$ cat config.mk
export PLATFORM = sky130hd
export DESIGN_NAME = fix_ari_acc
export DESIGN_NICKNAME = d
export VERILOG_FILES = /design/src/rtl/fix_ari_pkg.sv /design/src/rtl/fix_ari_sat.sv /design/src/rtl/fix_ari_acc.sv
export SDC_FILE = /design/constraint.sdc
export NUM_CORES = 1
export LEC_CHECK = 0
export ABC_AREA = 1
export CELL_PAD_IN_SITES_DETAIL_PLACEMENT = 2
export CELL_PAD_IN_SITES_GLOBAL_PLACEMENT = 2
export CORE_MARGIN = 1
export CORE_UTILIZATION = 32
export CTS_CLUSTER_DIAMETER = 120
export DETAILED_ROUTE_END_ITERATION = 6
export GPL_TIMING_DRIVEN = 0
export PLACE_DENSITY = 0.8
export SLEW_MARGIN = 20
export SYNTH_ARGS = -nofsm -noshare
export SYNTH_HDL_FRONTEND = slang
export SYNTH_HIERARCHICAL = 1
export SYNTH_SLANG_ARGS = --single-unit
$ cat constraint.sdc
create_clock -name clk -period 4.5 [get_ports clk]
set_input_delay 0.9 -clock clk [delete_from_list [all_inputs] [get_ports clk]]
set_output_delay 0.9 -clock clk [all_outputs]
set_load 0.02 [all_outputs]
$ cat src/rtl/fix_ari_pkg.sv
// fix_ari_pkg: Q7.8 format constants, FSM state type and sign-magnitude conversions
// Revision 1.0
`default_nettype none

package fix_ari_pkg;

   localparam int DATA = 16;
   localparam int INTE = 7;
   localparam int POIN = 8;

   localparam logic [DATA-1:0] SM_MAX = DATA'((1 << (DATA-1)) - 1);

   typedef enum logic [0:0] {
      ST_ACC = 1'b0,
      ST_OUT = 1'b1
   } acc_state_t;

   // Negative zero maps onto plain zero because -0 == 0 in two's complement.
   function automatic logic signed [DATA-1:0] sm2tc(input logic [DATA-1:0] sm);
      logic signed [DATA-1:0] mag;
      mag = $signed({1'b0, sm[DATA-2:0]});
      return sm[DATA-1] ? -mag : mag;
   endfunction

   // The caller guarantees |v| <= SM_MAX, so the most negative code never occurs.
   function automatic logic [DATA-1:0] tc2sm(input logic signed [DATA-1:0] v);
      logic [DATA-1:0] mag;
      mag = v[DATA-1] ? DATA'(-v) : DATA'(v);
      return {v[DATA-1], mag[DATA-2:0]};
   endfunction

endpackage

`default_nettype wire

$ cat src/rtl/fix_ari_sat.sv
// fix_ari_sat: clip a wide two's-complement sum to the Q7.8 sign-magnitude range
// Revision 1.0
`default_nettype none

module fix_ari_sat
   import fix_ari_pkg::*;
#(
   parameter int W = 24
) (
   input  logic signed [W-1:0]    sum,
   output logic        [DATA-1:0] sm,
   output logic                   sat
);

   localparam logic signed [W-1:0]    HI_W = W'(SM_MAX);
   localparam logic signed [W-1:0]    LO_W = -HI_W;
   localparam logic signed [DATA-1:0] HI_D = $signed(SM_MAX);

   logic                   over_hi;
   logic                   over_lo;
   logic signed [DATA-1:0] clipped;

   always_comb begin
      over_hi = (sum > HI_W);
      over_lo = (sum < LO_W);
      sat     = over_hi | over_lo;
      // A clipped result keeps the sign of the true sum.
      if (over_hi) begin
         clipped = HI_D;
      end else if (over_lo) begin
         clipped = -HI_D;
      end else begin
         clipped = sum[DATA-1:0];
      end
      sm = tc2sm(clipped);
   end

endmodule

`default_nettype wire

$ cat src/rtl/fix_ari_acc.sv
// fix_ari_acc: groups Q7.8 sign-magnitude beats, emits one saturated sum per group
// Revision 1.0
`default_nettype none

module fix_ari_acc
   import fix_ari_pkg::*;
#(
   parameter int LEN_W = 8
) (
   input  logic             clk,
   input  logic             rst_n,
   input  logic [DATA-1:0]  in_data,
   input  logic             in_valid,
   input  logic             in_last,
   output logic             in_ready,
   output logic [DATA-1:0]  out_data,
   output logic             out_sat,
   output logic [LEN_W-1:0] out_count,
   output logic             out_valid,
   input  logic             out_ready
);

   localparam int ACC_W = DATA + LEN_W;
   localparam logic [LEN_W-1:0] CNT_LAST = LEN_W'((1 << LEN_W) - 2);

   acc_state_t              state_q, state_d;
   logic signed [ACC_W-1:0] acc_q, acc_d;
   logic [LEN_W-1:0]        cnt_q, cnt_d;
   logic [DATA-1:0]         out_data_q, out_data_d;
   logic                    out_sat_q, out_sat_d;
   logic [LEN_W-1:0]        out_count_q, out_count_d;

   logic signed [DATA-1:0]  beat;
   logic signed [ACC_W-1:0] sum;
   logic [DATA-1:0]         sum_sm;
   logic                    sum_sat;
   logic                    accept;
   logic                    last;

   fix_ari_sat #(.W(ACC_W)) u_sat (
      .sum (sum),
      .sm  (sum_sm),
      .sat (sum_sat)
   );

   always_comb begin
      beat   = sm2tc(in_data);
      sum    = acc_q + {{LEN_W{beat[DATA-1]}}, beat};
      accept = in_valid & (state_q == ST_ACC);
      // Reaching the maximum length closes the group even without in_last.
      last   = in_last | (cnt_q == CNT_LAST);

      state_d     = state_q;
      acc_d       = acc_q;
      cnt_d       = cnt_q;
      out_data_d  = out_data_q;
      out_sat_d   = out_sat_q;
      out_count_d = out_count_q;

      if (accept) begin
         if (last) begin
            state_d     = ST_OUT;
            acc_d       = '0;
            cnt_d       = '0;
            out_data_d  = sum_sm;
            out_sat_d   = sum_sat;
            out_count_d = cnt_q + LEN_W'(1);
         end else begin
            acc_d = sum;
            cnt_d = cnt_q + LEN_W'(1);
         end
      end else if ((state_q == ST_OUT) && out_ready) begin
         state_d = ST_ACC;
      end
   end

   always_ff @(posedge clk or negedge rst_n) begin
      if (!rst_n) begin
         state_q     <= ST_ACC;
         acc_q       <= '0;
         cnt_q       <= '0;
         out_data_q  <= '0;
         out_sat_q   <= 1'b0;
         out_count_q <= '0;
      end else begin
         state_q     <= state_d;
         acc_q       <= acc_d;
         cnt_q       <= cnt_d;
         out_data_q  <= out_data_d;
         out_sat_q   <= out_sat_d;
         out_count_q <= out_count_d;
      end
   end

   assign in_ready  = (state_q == ST_ACC);
   assign out_valid = (state_q == ST_OUT);
   assign out_data  = out_data_q;
   assign out_sat   = out_sat_q;
   assign out_count = out_count_q;

endmodule

`default_nettype wire

Word level (Yosys, flattened, before mapping)

Cells that the tools add are included.

Bitwise logic cells: 4
Eq/ne operators: 2
Mux-type cells: 9
Add/subtract/negate cells: 4
Reductions and logical operators: 4
$lt $le $gt $ge: 2

Operator list:

| operator                                                      | number |
|---|---|
| 2-to-1 mux 16 bit                                             | 3 |
| adder 24 bit                                                  | 1 |
| > comparator 24 x 16 -> 1 bit (second input constant)         | 1 |
| less-than comparator 24 x 16 -> 1 bit (second input constant) | 1 |
| 2-to-1 mux 24 bit                                             | 1 |
| negator 15 -> 16 bit                                          | 1 |
| 2-to-1 mux 15 bit                                             | 1 |
| negator 15 bit                                                | 1 |
| adder 8 x 1 -> 8 bit (second input constant)                  | 1 |
| equality test 8 bit (second input constant)                   | 1 |
| 2-to-1 mux 8 bit                                              | 1 |
| AND reduction 2 bit                                           | 2 |
| 2-to-1 mux 1 bit                                              | 3 |
| inequality test 2 x 1 -> 1 bit (second input constant)        | 1 |
| bitwise OR 1 bit                                              | 2 |
| nonzero test 2 bit                                            | 1 |
| bitwise AND 1 bit                                             | 1 |
| logical AND 1 bit                                             | 1 |
| NOT 1 bit                                                     | 1 |

Flip-flop bits (word level): 58

Logic depth before layout (Yosys ltp)

Gate-level depths: netlist of run 1.

Depth in word-level cells: 8
Mapped depth: 37
Gate-level depth less buffers: 36

Modules after synthesis

The synthesis of run 1 kept the hierarchy.

By module, submodules not included:

| module      | sequential area each (um^2) | cells each | area an instance (um^2) | instances |
|---|---|---|---|---|
| fix_ari_acc | 1,451.4                     | 663        | 4,459.3                 | 1 |
| fix_ari_sat | 0.0                         | 163        | 763.2                   | 1 |

Least setup slack after synthesis of run 1

Ideal clock, no wire load.

Path type: input to register
Start: input in_data[1]
End: register out_data_q[10], in the netlist out_data[10]
Arrival: 4.275 ns
Setup time: 0.117 ns
Stages: 29
Slack: 0.108 ns
Data required time: 4.383 ns
Path through: inv_1 ha_1 nand4_1 o31ai_1 nand2_1 xor2_1 ha_1 nand2_1 nor2_1 nand2_1 nor2_1 nand2_1 nand3_1 nand2_1 and2_1 nor2_1 nand2_1 o21ai_2 nand3_1 inv_1 ha_1 nand2_1 nor2_2 nand3_2 nand2_2 xor2_1 inv_1 nand2_1 nand2_1

Cells in the longest elaborated chain, start to end: 8

RTL lines:

| element                               | line              | RTL |
|---|---|---|
| from (decl)                           | fix_ari_acc.sv:12 | `input logic [DATA-1:0] in_data,` |
| negator 15 -> 16 bit                  | fix_ari_pkg.sv:22 | `return sm[DATA-1] ? -mag : mag;` |
| 2-to-1 mux 16 bit *                   | fix_ari_pkg.sv:22 |  |
| adder 24 bit *                        | fix_ari_acc.sv:48 | `sum = acc_q + {{LEN_W{beat[DATA-1]}}, beat};` |
| named net sum[21]                     | fix_ari_acc.sv:34 | `logic signed [ACC_W-1:0] sum;` |
| less-than comparator 24 x 16 -> 1 bit | fix_ari_sat.sv:25 | `over_lo = (sum < LO_W);` |
| 2-to-1 mux 16 bit                     | fix_ari_sat.sv:30 | `end else if (over_lo) begin` |
| 2-to-1 mux 16 bit *                   | fix_ari_sat.sv:28 | `if (over_hi) begin` |
| negator 15 bit                        | fix_ari_pkg.sv:28 | `mag = v[DATA-1] ? DATA'(-v) : DATA'(v);` |
| 2-to-1 mux 15 bit *                   | fix_ari_pkg.sv:28 |  |
| named net sum_sm[10]                  | fix_ari_acc.sv:35 | `logic [DATA-1:0] sum_sm;` |
| to (signal assigned)                  | fix_ari_acc.sv:89 | `out_data_q <= out_data_d;` |
| to (decl)                             | fix_ari_acc.sv:29 | `logic [DATA-1:0] out_data_q, out_data_d;` |

The timed path passes the listed nets; every way through them passes the cells marked *.
A chain may end at the register's enable or synchronous reset.

Worst setup path in the final report of run 1

Start: input in_data[15]
End: register out_data_q[13], in the netlist out_data[13]

Cells in the longest elaborated chain, start to end: 7

RTL lines:

| element                               | line |
|---|---|
| 2-to-1 mux 16 bit *                   | fix_ari_pkg.sv:22 |
| adder 24 bit *                        | fix_ari_acc.sv:48 |
| named net sum[12]                     | fix_ari_acc.sv:34 |
| less-than comparator 24 x 16 -> 1 bit | fix_ari_sat.sv:25 |
| 2-to-1 mux 16 bit                     | fix_ari_sat.sv:30 |
| 2-to-1 mux 16 bit *                   | fix_ari_sat.sv:28 |
| negator 15 bit                        | fix_ari_pkg.sv:28 |
| 2-to-1 mux 15 bit *                   | fix_ari_pkg.sv:28 |
| named net sum_sm[13]                  | fix_ari_acc.sv:35 |

Marked as above.

==> results.cfg, run 1 <==
[placed_design]
gp_congestion = 0.867
dp_hpwl_microns = 15600
dp.cells = 1090
portBuffers = 47
pre_cts_slack_ns = -1.59

[timing]
final.setup_skew_ns = 0.0110
fin_crit_sh_pct = 120
holdWs_ns = 0.420
fmax_mhz = 185
setup_viol = 14
drv_slew = 0
fin_crit_ns = 5.41
finalWorstSetupSlack_ns = -0.909
hold_viol_final = 0
rsz0062_at_grt = yes
tightest_slew_ns = 0.644
slew_headroom_pct = 56.9

[die]
fp-row-count = 46
start_util_pct = 32.9
pin_count = 48
die_x_microns = 130
die_y_microns = 130
dieArea_sq_mm = 0.0168
core_sq_mm = 0.0159

[pwr]
power_leakage_nw = 3.99
power.total_mw = 6.34
ir_drop_mv = 0.343
power_density_mw_per_mm2 = 800

[clocking]
cts_tree = done
cts_hold_buffers = 0
clock-root-buffer = clkbuf_16
numCtsBuffers = 9
clkSinkCount = 58
htree_levels = 3
path_clk_slew_ns = 0.06
cts_buffer_depth = 2
clock_latency_ns = 0.36

[grt]
grt_overflow = 0
grt_usage_pct = 33.1
met1_usage_pct = 33.6
grt_pass1_wl_microns = 40800
grt_use_met2_pct = 63.7
use_met3_pct = 5.99
gr-max-usage-layer = met2
grt_antenna_before_repair = 0
grt_pass1_vias = 7185
grt_max_degree = 43

[worst_setup_path]
worst-path-buf-inv = 2
cpMostUsedCell = nand2_1
cp.arrival_ns = 5.65
startpoint_type = input port
slowest_stage = o21ai_1
worstSetupPathType = input port to register
cp-end-kind = register
critical-path-top-delay-family = simple AND/OR/NAND/NOR gates
cp_slowest_stage_delay_ns = 0.51
cp.required_ns = 4.74
worstPathMaxFanout = 10

[run_status]
status = finished with violations
violations = setup timing

[synthesis]
avgSynthCellArea_sq_um = 6.32
ys_seq_area_share_pct = 27.8
synth.distinct_cells = 38
syn-cell-area_sq_mm = 0.00522
yosysWarnings = 6
synthCells = 826
synth_fp_nets = 879
ys_ff_latch = 58

[routing]
vias = 6478
wl_per_cell_microns = 27.4
viasPerCell = 5.52
first_pass_iters = 4
ant_nets = 0
first_iter_violations = 337
drc = 0
drt_wl_total_microns = 32200

[finish]
area_delta_synth_final_pct = 51.7
drive_gt1_share_pct = 34.8
final_cells = 1174
n_fill_cell = 1838
fin_util_pct = 49.9
num-nets-final = 1006
n_antenna_cell = 0
seq_area_sq_mm = 0.00145
multiInputGateArea_sq_mm = 0.00425

[worst_hold_path]
hold_path_class = input port to async pin

[job]
cap_violations = 0
path summary, 6_finish.rpt:
path | from | endpoint | slack, ns | cells after the start
max in group asynchronous | rst_n | acc_q[14] | 3.52 | 2
max | in_data[15] | out_data[13] | -0.91 | 30
min | rst_n | out_count[4] | 0.42 | 1
min reg2reg | out_data[11] | out_data[11] | 0.49 | 2
min in group clk | out_data[11] | out_data[11] | 0.49 | 2
max reg2reg | acc_q[0] | out_data[13] | 0 | 27
synthesized netlist by cell type, drive strengths merged:
cell type  count  area share, %
a21o           1           0.14
a21oi         13            1.2
a22o           4           0.67
a31oi          2           0.24
and2          14            1.7
buf           11            1.6
clkbuf         4           0.29
dfrtp         58             28
fa             1           0.38
ha            31            7.4
inv          126            9.1
mux2           2           0.43
nand2        334             25
nand3         54            5.4
nand3b         4           0.58
nand4         13            1.6
nor2          80            6.3
nor3           3           0.38
nor4           1           0.12
o21ai         25            3.0
o21bai         2           0.29
o22ai          6           0.72
o31ai          1           0.14
or2            3           0.36
xnor2         10            1.7
xor2          23            3.9
routing by layer:
metal | vias to the layer above | wire length [microns]
li1 | 2798 | -
met1 | 3334 | 11900
met2 | 214 | 17100
met3 | 132 | 1130
met4 | 0 | 1980
met5 | - | 0
cells by family (layout without fill, tap and decap cells):
group	after synthesis	in the layout	share of synthesized area, %
AO/OA/AOI/OAI	54	54	6.49
XOR/XNOR	33	33	5.53
adder cells (fa/ha/maj)	32	32	7.81
buffers and inverters	141	273	11.0
flip-flops	58	58	27.8
multiplexers	2	2	0.431
AND/OR/NAND/NOR	506	506	40.9
worst register-to-register path: cells and delay by family, from the launching register on:
kind                     cells  cell delay [ns]
adder cells (fa/ha/maj)      2             0.74
AND/OR/NAND/NOR             25             3.20
flip-flops                   1             0.41
sequential cells by signal, summed over array words and instances, names as in the netlist:
name / flops
cnt_q: 8
out_count: 8
out_data: 16
acc_q: 24
out_valid: 1
out_sat: 1
layout by cell type (no fill, tap or decap), types with 4 or more instances in the layout:
master / Yosys / final
a21oi_1: 13 / 9
a21oi_2: 0 / 4
a22o_1: 4 / 4
and2_4: 0 / 11
buf_2: 5 / 6
buf_4: 2 / 64
buf_6: 4 / 8
clkbuf_16: 0 / 10
clkdlybuf4s50_1: 0 / 30
dfrtp_1: 58 / 58
dlygate4sd2_1: 0 / 5
ha_1: 31 / 13
ha_4: 0 / 17
inv_1: 121 / 105
inv_2: 4 / 14
inv_4: 1 / 5
nand2_1: 323 / 258
nand2_2: 10 / 54
nand2_4: 1 / 18
nand2_8: 0 / 4
nand3_1: 52 / 42
nand3_2: 2 / 7
nand3_4: 0 / 5
nand3b_1: 4 / 4
nand4_1: 13 / 13
nor2_1: 75 / 32
nor2_2: 4 / 25
nor2_4: 0 / 22
o21ai_0: 15 / 12
o21ai_2: 9 / 9
o22ai_1: 6 / 6
xnor2_2: 0 / 7
xor2_1: 23 / 17
xor2_2: 0 / 4
power breakdown:
group / switching [mW] / total, mW / internal, mW
clock network: 0.315 / 0.703 / 0.388
registers: 0.187 / 0.879 / 0.692
logic: 2.99 / 4.75 / 1.76
what timing repair did:
action,in CTS,in global routing
gates resized for setup,178,152
gates cloned,1,1
setup buffers,59,14
endpoints found under the hold margin,0,0
endpoints found under the setup margin,16,17
pin swaps,70,79
area by class of cell:
type,count,area share (%)
timing repair buffer,116,13.2
sequential,58,18.3
inverter,126,6.32
buffer,15,1.63
clock buffer,10,3.02
clock inverter,6,0.521
tap,216,3.41
multi-input combinational,627,53.6
per-stage QoR:
| stage | instance area [sq um] | TNS, ns |
|---|---|---|
| after floorplan | 5220 | 0 |
| after global placement | 5960 | -16.90 |
| after detailed placement | 5990 | -20.15 |
| after CTS | 7270 | -1.19 |
| after global routing | 7930 | -10.73 |
| final | 7930 | -9.83 |
(Power assumes the default switching activity.)
==> inputs of run 2 (changes only) <==
CORE_MARGIN = 3   (was 1)
CORE_UTILIZATION = 29   (was 32)
PLACE_DENSITY = 0.77   (was 0.8)
clock period = 4.35 ns   (was 4.5 ns; I/O delays follow)
==> results.cfg, run 2 (same netlist as run 1, synthesis figures left out) <==
[die]
dieArea_sq_mm = 0.0197
core_sq_mm = 0.0175
start_util_pct = 29.9
fp-row-count = 48
die_y_microns = 140
die_x_microns = 140
pin_count = 48

[pwr]
p_switching_mw = 3.84
share_comb_of_total_power_pct = 74.8
power_density_mw_per_mm2 = 839
netSwitchingFraction_pct = 53.5
power.total_mw = 7.19
pwr-share-seq_pct = 12.6
ir_drop_mv = 0.337
p_int_mw = 3.34
power_leakage_nw = 4.27
clkPwrFrac_pct = 12.7

[routing]
vias = 6685
drc = 0
wl_per_cell_microns = 27.6
first_pass_iters = 5
drt_wl_total_microns = 33800
first_iter_violations = 409
viasPerCell = 5.47
ant_nets = 0

[worst_setup_path]
cpMostUsedCell = nand2_1
cp_slowest_stage_delay_ns = 0.32
worstPathMaxFanout = 8
startpoint_type = input port
critical-path-top-delay-family = simple AND/OR/NAND/NOR gates
worst-path-buf-inv = 6
cp.arrival_ns = 5.43
cp.required_ns = 4.59
slowest_stage = ha_1
cp-end-kind = register
worstSetupPathType = input port to register

[finish]
num-nets-final = 1046
drive_gt1_share_pct = 43.5
fin_area_sq_mm = 0.00857
area_delta_synth_final_pct = 64.1
n_fill_cell = 1960
final_cell_mix = nand2_1 (234), inv_1 (101), buf_4 (96)
final_cells = 1223
n_antenna_cell = 0
largest_reg_flops = 24
fin_util_pct = 49.0
regMostFlops = acc_q
mostFrequentLayoutCell = nand2_1

[run_status]
violations = setup timing
status = finished with violations

[grt]
grt_max_degree = 33
grt_usage_pct = 28.1
grt_antenna_before_repair = 1
grt_pass1_wl_microns = 42900
grt_pass1_vias = 7323
grt_overflow = 0

[timing]
drv_slew = 0
hold_viol_final = 0
fin_crit_sh_pct = 119
fin_crit_ns = 5.19
finalWorstSetupSlack_ns = -0.837
holdWs_ns = 0.457
slew_headroom_pct = 54.4
fmax_mhz = 193
setup_tns_ns = -10.78
rsz0062_at_grt = yes
tightest_slew_ns = 0.681
final.setup_skew_ns = 0.0262
setup_viol = 17

[clocking]
path_clk_slew_ns = 0.06
cts_hold_buffers = 0
numCtsBuffers = 9
clock-root-buffer = clkbuf_16
clock_latency_ns = 0.37
htree_levels = 3
cts_buffer_depth = 2
cts_tree = done
clkSinkCount = 58

[placed_design]
dp_hpwl_microns = 15100
portBuffers = 47
dp.cells = 1099
post_dp_cell_area_sq_mm = 0.00600
pre_cts_slack_ns = -1.62
gp_congestion = 0.878

[worst_hold_path]
hold_path_class = input port to async pin

[job]
cap_violations = 0
==> run 2: cell count changes in the layout (fill, tap and decap cells not counted), sizes merged, moves of 2 or more <==
cell / delta
buf: +43
dlymetal6s2s: -2
dlygate4sd2: -4
bufinv: +3
clkinvlp: -2
==> run 2: path summary, 6_finish.rpt <==
| check | from | slack (ns) | endpoint | cells after the start |
|---|---|---|---|---|
| max | in_data[0] | -0.84 | out_data[13] | 37 |
| min | rst_n | 0.46 | out_count[3] | 1 |
| max reg2reg | acc_q[0] | 0.10 | out_data[13] | 28 |
| min reg2reg | out_data[8] | 0.48 | out_data[8] | 2 |
| max in group asynchronous | rst_n | 3.33 | acc_q[19] | 2 |
| min in group clk | out_data[8] | 0.48 | out_data[8] | 2 |
==> run 2: final cells by class <==
type                       count  area, sq um  share of cell area (%)
multi-input combinational    627         4540                    52.9
clock buffer                   9          225                    2.63
sequential                    58         1450                    16.9
inverter                     126          507                    5.91
tap                          225          282                    3.28
clock inverter                 7          125                    1.46
buffer                        15          116                    1.36
timing repair buffer         156         1330                    15.5
==> run 2: power by group through the flow <==
stage               logic [mW]  clock network (mW)  registers [mW]
floorplan                 1.85                   0           0.919
global placement          2.74                   0           0.838
detailed placement        2.85                   0           0.849
CTS                       3.88               0.893           0.862
global route              5.62               0.935           0.923
finish                    5.37               0.910           0.904
==> run 2: layer usage <==
layer / global-route usage [%] / vias up / wire [microns]
li1: - / 2889 / -
met1: 30.3 / 3410 / 12500
met2: 52.4 / 254 / 18100
met3: 4.81 / 130 / 1300
met4: 14.5 / 2 / 1850
met5: 0 / - / 19
==> run 2: worst reg2reg max path, delay by kind of cell, from the launching register on <==
kind / cells / cell delay, ns
adder cells (fa/ha/maj): 2 / 0.71
buffers and inverters: 1 / 0.16
flip-flops: 1 / 0.41
AND/OR/NAND/NOR: 25 / 2.84
==> run 2: timing repair <==
item	CTS	global route
pin swaps	85	89
endpoints found under the setup margin	16	19
gates cloned	1	0
resized for setup	246	188
setup buffers	84	28
